## src/rtl/rf_wb_arbiter_pkg.sv

```systemverilog
// Shared core definitions for the write-back arbiter: source-select
// encoding and default register-file geometry.
package rf_wb_arbiter_pkg;

    localparam int DEF_ADDR_WIDTH = 5;
    localparam int DEF_DATA_WIDTH = 32;

    // Result source feeding the register-file write port.
    typedef enum logic {
        SRC_ALU = 1'b0,
        SRC_LSU = 1'b1
    } src_e;

    // The source that gets priority after the given one wins a tie.
    function automatic src_e other_src(input src_e s);
        return (s == SRC_ALU) ? SRC_LSU : SRC_ALU;
    endfunction

endpackage

```

## src/rtl/rf_wb_arbiter_rr_arb2.sv

```systemverilog
// Two-requester round-robin arbiter. Bit 0 of the request/grant vectors is
// the ALU, bit 1 the LSU. A lone requester is always granted; on a tie the
// pointer decides and then flips to the other side.
module rr_arb2
    import rf_wb_arbiter_pkg::*;
(
    input  logic       clk,
    input  logic       rst_n,
    input  logic [1:0] req_i,
    output logic [1:0] gnt_o
);

    src_e ptr_q;
    src_e ptr_d;
    logic tie;

    assign tie = req_i[0] & req_i[1];

    // Grant: pass a single request straight through, resolve ties by pointer.
    always_comb begin
        gnt_o = req_i;
        if (tie) begin
            gnt_o = (ptr_q == SRC_ALU) ? 2'b01 : 2'b10;
        end
    end

    // Pointer moves only on contested cycles so uncontested traffic cannot
    // skew fairness.
    always_comb begin
        ptr_d = ptr_q;
        if (tie) begin
            ptr_d = other_src(ptr_q);
        end
    end

    // Pointer register; ALU wins the first tie after reset.
    always_ff @(posedge clk or negedge rst_n) begin
        if (!rst_n) begin
            ptr_q <= SRC_ALU;
        end else begin
            ptr_q <= ptr_d;
        end
    end

endmodule

```

## src/rtl/rf_wb_arbiter.sv

```systemverilog
// Register-file write-back arbiter: merges ALU and LSU results onto a single
// registered write port and keeps a per-register pending-write scoreboard.
module rf_wb_arbiter
    import rf_wb_arbiter_pkg::*;
#(
    parameter int ADDR_WIDTH = DEF_ADDR_WIDTH,
    parameter int DATA_WIDTH = DEF_DATA_WIDTH
) (
    input  logic                     clk,
    input  logic                     rst_n,
    input  logic                     alu_valid,
    output logic                     alu_ready,
    input  logic [ADDR_WIDTH-1:0]    alu_rd,
    input  logic [DATA_WIDTH-1:0]    alu_data,
    input  logic                     lsu_valid,
    output logic                     lsu_ready,
    input  logic [ADDR_WIDTH-1:0]    lsu_rd,
    input  logic [DATA_WIDTH-1:0]    lsu_data,
    input  logic                     iss_valid,
    input  logic [ADDR_WIDTH-1:0]    iss_rd,
    output logic [2**ADDR_WIDTH-1:0] busy,
    output logic                     rf_wen,
    output logic [ADDR_WIDTH-1:0]    rf_waddr,
    output logic [DATA_WIDTH-1:0]    rf_wdata
);

    localparam int NREG = 2**ADDR_WIDTH;

    logic [1:0]            gnt;
    logic                  alu_xfer;
    logic                  lsu_xfer;
    src_e                  sel_src;
    logic [ADDR_WIDTH-1:0] sel_rd;
    logic [DATA_WIDTH-1:0] sel_data;

    logic                  rf_wen_q,   rf_wen_d;
    logic [ADDR_WIDTH-1:0] rf_waddr_q, rf_waddr_d;
    logic [DATA_WIDTH-1:0] rf_wdata_q, rf_wdata_d;
    logic [NREG-1:0]       busy_q,     busy_d;

    rr_arb2 u_arb (
        .clk   (clk),
        .rst_n (rst_n),
        .req_i ({lsu_valid, alu_valid}),
        .gnt_o (gnt)
    );

    // Ready is the grant itself, forced low while reset is asserted so no
    // producer sees a handshake during reset.
    assign alu_ready = gnt[0] & rst_n;
    assign lsu_ready = gnt[1] & rst_n;
    assign alu_xfer  = alu_valid & alu_ready;
    assign lsu_xfer  = lsu_valid & lsu_ready;

    // Select the transferring source's destination and data.
    always_comb begin
        sel_src  = alu_xfer ? SRC_ALU : SRC_LSU;
        sel_rd   = (sel_src == SRC_ALU) ? alu_rd   : lsu_rd;
        sel_data = (sel_src == SRC_ALU) ? alu_data : lsu_data;
    end

    // Write-port next state: x0 writes are consumed but never committed,
    // and address/data only change when a real write is launched.
    always_comb begin
        rf_wen_d   = (alu_xfer | lsu_xfer) && (sel_rd != '0);
        rf_waddr_d = rf_waddr_q;
        rf_wdata_d = rf_wdata_q;
        if (rf_wen_d) begin
            rf_waddr_d = sel_rd;
            rf_wdata_d = sel_data;
        end
    end

    // Scoreboard: a new claim from issue beats a commit clearing the same
    // register at the same edge, since a newer producer is now outstanding.
    assign busy_d[0] = 1'b0;
    for (genvar gi = 1; gi < NREG; gi++) begin : g_busy
        logic set_bit;
        logic clr_bit;
        assign set_bit    = iss_valid && (iss_rd == ADDR_WIDTH'(gi));
        assign clr_bit    = rf_wen_q && (rf_waddr_q == ADDR_WIDTH'(gi));
        assign busy_d[gi] = set_bit | (busy_q[gi] & ~clr_bit);
    end

    // State registers; reset discards any write already launched.
    always_ff @(posedge clk or negedge rst_n) begin
        if (!rst_n) begin
            rf_wen_q   <= 1'b0;
            rf_waddr_q <= '0;
            rf_wdata_q <= '0;
            busy_q     <= '0;
        end else begin
            rf_wen_q   <= rf_wen_d;
            rf_waddr_q <= rf_waddr_d;
            rf_wdata_q <= rf_wdata_d;
            busy_q     <= busy_d;
        end
    end

    assign rf_wen   = rf_wen_q;
    assign rf_waddr = rf_waddr_q;
    assign rf_wdata = rf_wdata_q;
    assign busy     = busy_q;

endmodule

```

## config.mk

```make
export PLATFORM = sky130hd
export DESIGN_NAME = rf_wb_arbiter
export DESIGN_NICKNAME = d
export VERILOG_FILES = /design/src/rtl/rf_wb_arbiter_pkg.sv /design/src/rtl/rf_wb_arbiter_rr_arb2.sv /design/src/rtl/rf_wb_arbiter.sv
export SDC_FILE = /design/constraint.sdc
export NUM_CORES = 1
export LEC_CHECK = 0
export BUFFER_PORTS_ARGS = -buffer_cell sky130_fd_sc_hd__buf_4
export CAP_MARGIN = 25
export CORE_ASPECT_RATIO = 0.9
export CORE_MARGIN = 2
export CORE_UTILIZATION = 30
export CTS_CLUSTER_DIAMETER = 40
export CTS_CLUSTER_SIZE = 24
export DETAILED_ROUTE_END_ITERATION = 10
export HOLD_SLACK_MARGIN = 0.15
export PLACE_DENSITY = 0.65
export SLEW_MARGIN = 20
export SYNTH_ARGS = -nofsm -noshare
export SYNTH_HDL_FRONTEND = slang
export SYNTH_SLANG_ARGS = --single-unit
```

## constraint.sdc

```tcl
create_clock -name clk -period 4.4 [get_ports clk]
set_input_delay 0.88 -clock clk [delete_from_list [all_inputs] [get_ports clk]]
set_output_delay 0.88 -clock clk [all_outputs]
set_load 0.1 [all_outputs]
```

==> metrics.txt <==
# TYPE chip_impl_metric gauge
chip_impl_info{name="status",value="completed"} 1
chip_impl_metric{name="p_clk_share",unit="%"} 20.6
chip_impl_metric{name="synth-simple-area-share",unit="%"} 9.30
chip_impl_metric{name="cts_setup_buffers",unit=""} 0
chip_impl_metric{name="worst_ir_drop_vdd",unit="V"} 0.000313
chip_impl_metric{name="setup_viol",unit=""} 0
chip_impl_metric{name="synth-edff-count",unit=""} 0
chip_impl_metric{name="io-pin-count",unit=""} 156
chip_impl_metric{name="synth_compound_gate_area_share",unit="%"} 12.3
chip_impl_metric{name="htree_num_levels",unit=""} 3
chip_impl_metric{name="gpl.final_weighted_congestion",unit=""} 0.839
chip_impl_metric{name="grt.total_usage",unit="%"} 16.3
chip_impl_metric{name="net-switching-power",unit="W"} 0.00216
chip_impl_metric{name="timing.final.max_slew_violations",unit=""} 0
chip_impl_metric{name="detailed_router_iteration_count_before_antenna_repair",unit=""} 4
chip_impl_info{name="cts_tree",value="yes"} 1
chip_impl_metric{name="mappedNetlistNets",unit=""} 369
chip_impl_metric{name="synthCells",unit=""} 285
chip_impl_metric{name="antenna_violations_before_repair",unit=""} 0
chip_impl_metric{name="synthesis.yosys.warnings",unit=""} 0
chip_impl_metric{name="period_needed",unit="ns"} 3.21
chip_impl_info{name="timing.critical_path.to_type",value="output port"} 1
chip_impl_metric{name="routedWlPerCell",unit="um"} 16.2
chip_impl_metric{name="routed_wirelength",unit="um"} 9810
chip_impl_metric{name="share_comb_of_total_power",unit="%"} 55.2
chip_impl_metric{name="seqPwrFrac",unit="%"} 24.2
chip_impl_metric{name="timing.max_cap.violations",unit=""} 0
chip_impl_metric{name="remaining_drc_errors",unit=""} 0
chip_impl_metric{name="initial_utilization",unit="%"} 30.5
chip_impl_metric{name="yosysUniqueCellTypes",unit=""} 36
chip_impl_metric{name="dpl.hpwl",unit="um"} 7320
chip_impl_metric{name="clk_transition_reported_paths",unit="ns"} 0.06
chip_impl_metric{name="cts_inserted_buffers",unit=""} 9
chip_impl_metric{name="max_clock_freq",unit="GHz"} 0.311
chip_impl_metric{name="port-buffer-count",unit=""} 154
chip_impl_info{name="root_buffer",value="clkbuf_16"} 1
chip_impl_metric{name="drt-initial-drc-count",unit=""} 263
chip_impl_metric{name="muxShareOfSynthArea",unit="%"} 24.9
chip_impl_info{name="timing.hold.worst.class",value="primary input to async pin"} 1
chip_impl_metric{name="vias_per_cell",unit=""} 4.83
chip_impl_metric{name="num-nets-final",unit=""} 529
chip_impl_metric{name="required",unit="ns"} 3.52
chip_impl_info{name="grt_setup_unrepaired",value="false"} 1
chip_impl_metric{name="die_w",unit="um"} 117
chip_impl_metric{name="r2r_cells",unit=""} 5
chip_impl_metric{name="skew",unit="ns"} 0.00462
chip_impl_info{name="synth_top_family_by_area",value="multiplexers"} 1
chip_impl_metric{name="cts_resized",unit=""} 0
chip_impl_metric{name="ant_nets",unit=""} 0
chip_impl_metric{name="worstPathMaxFanout",unit=""} 38
chip_impl_metric{name="timing_hold_violations_final",unit=""} 0
chip_impl_metric{name="ratio_of_final_minimum_period_to_clock_period",unit="%"} 73.0
chip_impl_metric{name="postPlaceCellArea",unit="um^2"} 4790
chip_impl_metric{name="n_antenna_cell",unit=""} 0
chip_impl_metric{name="crit_arrival",unit="ns"} 2.33
chip_impl_metric{name="via_count_of_the_first_global_routing_pass",unit=""} 2995
chip_impl_metric{name="power_density",unit="nW/um^2"} 789
chip_impl_metric{name="drive_above_1_share",unit="%"} 54.4
chip_impl_metric{name="final_cell_count_no_fill",unit=""} 606
chip_impl_metric{name="post_synth_arst_share",unit="%"} 100
chip_impl_info{name="setup.worst_path.class",value="primary input to output port"} 1
chip_impl_metric{name="cellLeakagePower",unit="nW"} 2.31
chip_impl_metric{name="power.switching_fraction",unit="%"} 53.3
chip_impl_metric{name="synth_sequential_area_ratio",unit="%"} 50.9
chip_impl_metric{name="wire_length_of_the_first_global_routing_pass",unit="um"} 15500
chip_impl_metric{name="die_y",unit="um"} 106
chip_impl_metric{name="synth_area_per_cell",unit="um^2"} 12.1
chip_impl_metric{name="yosys.area_share.adder",unit="%"} 0
chip_impl_metric{name="finalInstanceArea",unit="um^2"} 5130
chip_impl_metric{name="setup_tns",unit="ns"} 0
chip_impl_metric{name="placed_cells",unit=""} 590
chip_impl_metric{name="die_area",unit="um^2"} 12400
chip_impl_metric{name="timing.max_slew.rel_slack",unit="%"} 41.1
chip_impl_metric{name="p_int",unit="W"} 0.00189
chip_impl_info{name="critPathLaunchType",value="primary input"} 1
chip_impl_metric{name="yosys_register_bits",unit=""} 70
chip_impl_metric{name="clock_tree.buffer_depth",unit=""} 2
chip_impl_metric{name="worst-slew-pin-transition",unit="ns"} 0.880
chip_impl_metric{name="grt_max_degree",unit=""} 47
chip_impl_metric{name="clock-sinks",unit=""} 70
chip_impl_info{name="ys.flop_type",value="dfrtp_1"} 1
chip_impl_metric{name="route.vias.total",unit=""} 2930
chip_impl_metric{name="synthToLayoutAreaGrowth",unit="%"} 49.1
chip_impl_metric{name="worst_skew_pair.late_latency",unit="ns"} 0.32
chip_impl_metric{name="total_number_of_placement_rows",unit=""} 37
chip_impl_metric{name="yosys.area_share.xor_xnor",unit="%"} 0.254
chip_impl_metric{name="core_area",unit="um^2"} 11300
chip_impl_metric{name="number_of_hold_buffers_added_after_cts",unit=""} 0
chip_impl_metric{name="synthesis.area",unit="um^2"} 3440
chip_impl_metric{name="overflow",unit=""} 0
[cell usage in the layout (no fill, tap or decap), drive strengths merged, types with 4 or more instances in the layout]
master | synthesis | routed
nand2b | 5 | 5
inv | 4 | 4
dfrtp | 70 | 70
nor2b | 4 | 4
buf | 7 | 158
clkbuf | 2 | 10
nand2 | 11 | 11
nand3 | 7 | 7
o21ai | 66 | 66
nand4 | 4 | 4
and2 | 5 | 5
mux2 | 64 | 64
nor2 | 5 | 5
[logic make-up (layout without fill, tap and decap cells)]
logic type             Yosys count  in the layout
flip-flops                      70             70
AO/OA/AOI/OAI                   78             78
buffers and inverters           13            178
other                            1              1
AND/OR/NAND/NOR                 55             55
XOR/XNOR                         1              1
multiplexers                    67             67
[power groups by stage]
stage	Combinational [W]	Sequential [W]	Clock (W)
global placement	0.00222	0.000983	0
detailed placement	0.00224	0.000984	0
CTS	0.00224	0.000980	0.000853
floorplan	0.000314	0.00238	0
global route	0.00231	0.00101	0.000880
finish	0.00224	0.000979	0.000835
[final cells by class]
class / count / area [um^2]
clock buffers: 10 / 239
flip-flops and latches: 70 / 1750
repair buffers: 158 / 1200
clock inverters: 6 / 109
multi-input cells: 202 / 1630
well taps: 156 / 195
inverters: 4 / 15.0
fillers: 1079 / 6160
[metal layers]
layer | vias to the layer above | routed length, um | track usage (%)
li1 | 1367 | - | -
met1 | 1401 | 4400 | 22.0
met2 | 151 | 4410 | 24.9
met3 | 11 | 892 | 5.12
met4 | 0 | 108 | 4.96
met5 | - | 0 | 0
[critical path, cell delays in order]
cell	delay (ns)
buf_4	0.23
nand3_2	0.15
buf_4	0.42
inv_1	0.15
nor2_1	0.16
buf_4	0.31
[final timing paths]
check	from	endpoint	slack, ns
setup / recovery	rst_n	lsu_ready	1.19
hold / removal	rst_n	rf_wdata[11]	0.47
setup reg to reg	u_arb.ptr_q	rf_wdata[27]	2.18
hold reg to reg	u_arb.ptr_q	u_arb.ptr_q	0.49
max in group asynchronous	rst_n	busy[11]	3.00
min in group clk	u_arb.ptr_q	u_arb.ptr_q	0.49
[registers in the layout, summed over array words and instances (netlist names)]
signal	flops
rf_wdata	32
rf_waddr	5
busy	31
rf_wen	1
u_arb.ptr_q	1
[per-stage QoR]
step	hold WS, ns	total power, W	util, %	worst slack, ns
after global routing	0.491	0.00420	45.4	1.05
final	0.467	0.00405	45.4	1.19
after detailed placement	0.484	0.00323	42.4	1.15
after floorplan	0.458	0.00269	-	0.136
after CTS	0.473	0.00408	45.4	1.15
after global placement	0.481	0.00320	42.4	1.21
[cell usage after synthesis (2+ instances only)]
cell	n	area [um^2]
o21ai_0	66	330
nand4_1	4	25.0
buf_6	3	33.8
o22ai_1	3	18.8
a311o_1	2	20.0
dfrtp_1	70	1750
nand3_1	7	35.0
nand3b_1	2	15.0
inv_1	4	15.0
and2_1	4	25.0
mux2i_1	3	30.0
mux2_4	28	420
nor2b_1	4	25.0
nand2b_1	5	31.3
clkbuf_1	2	7.51
buf_2	3	15.0
nor3_1	3	15.0
nor2_1	5	18.8
nand2_1	11	41.3
nand4b_1	2	17.5
or2_2	2	12.5
a211oi_1	2	15.0
mux2_2	36	405
a21oi_1	2	10.0
(Power assumes the default switching activity.)
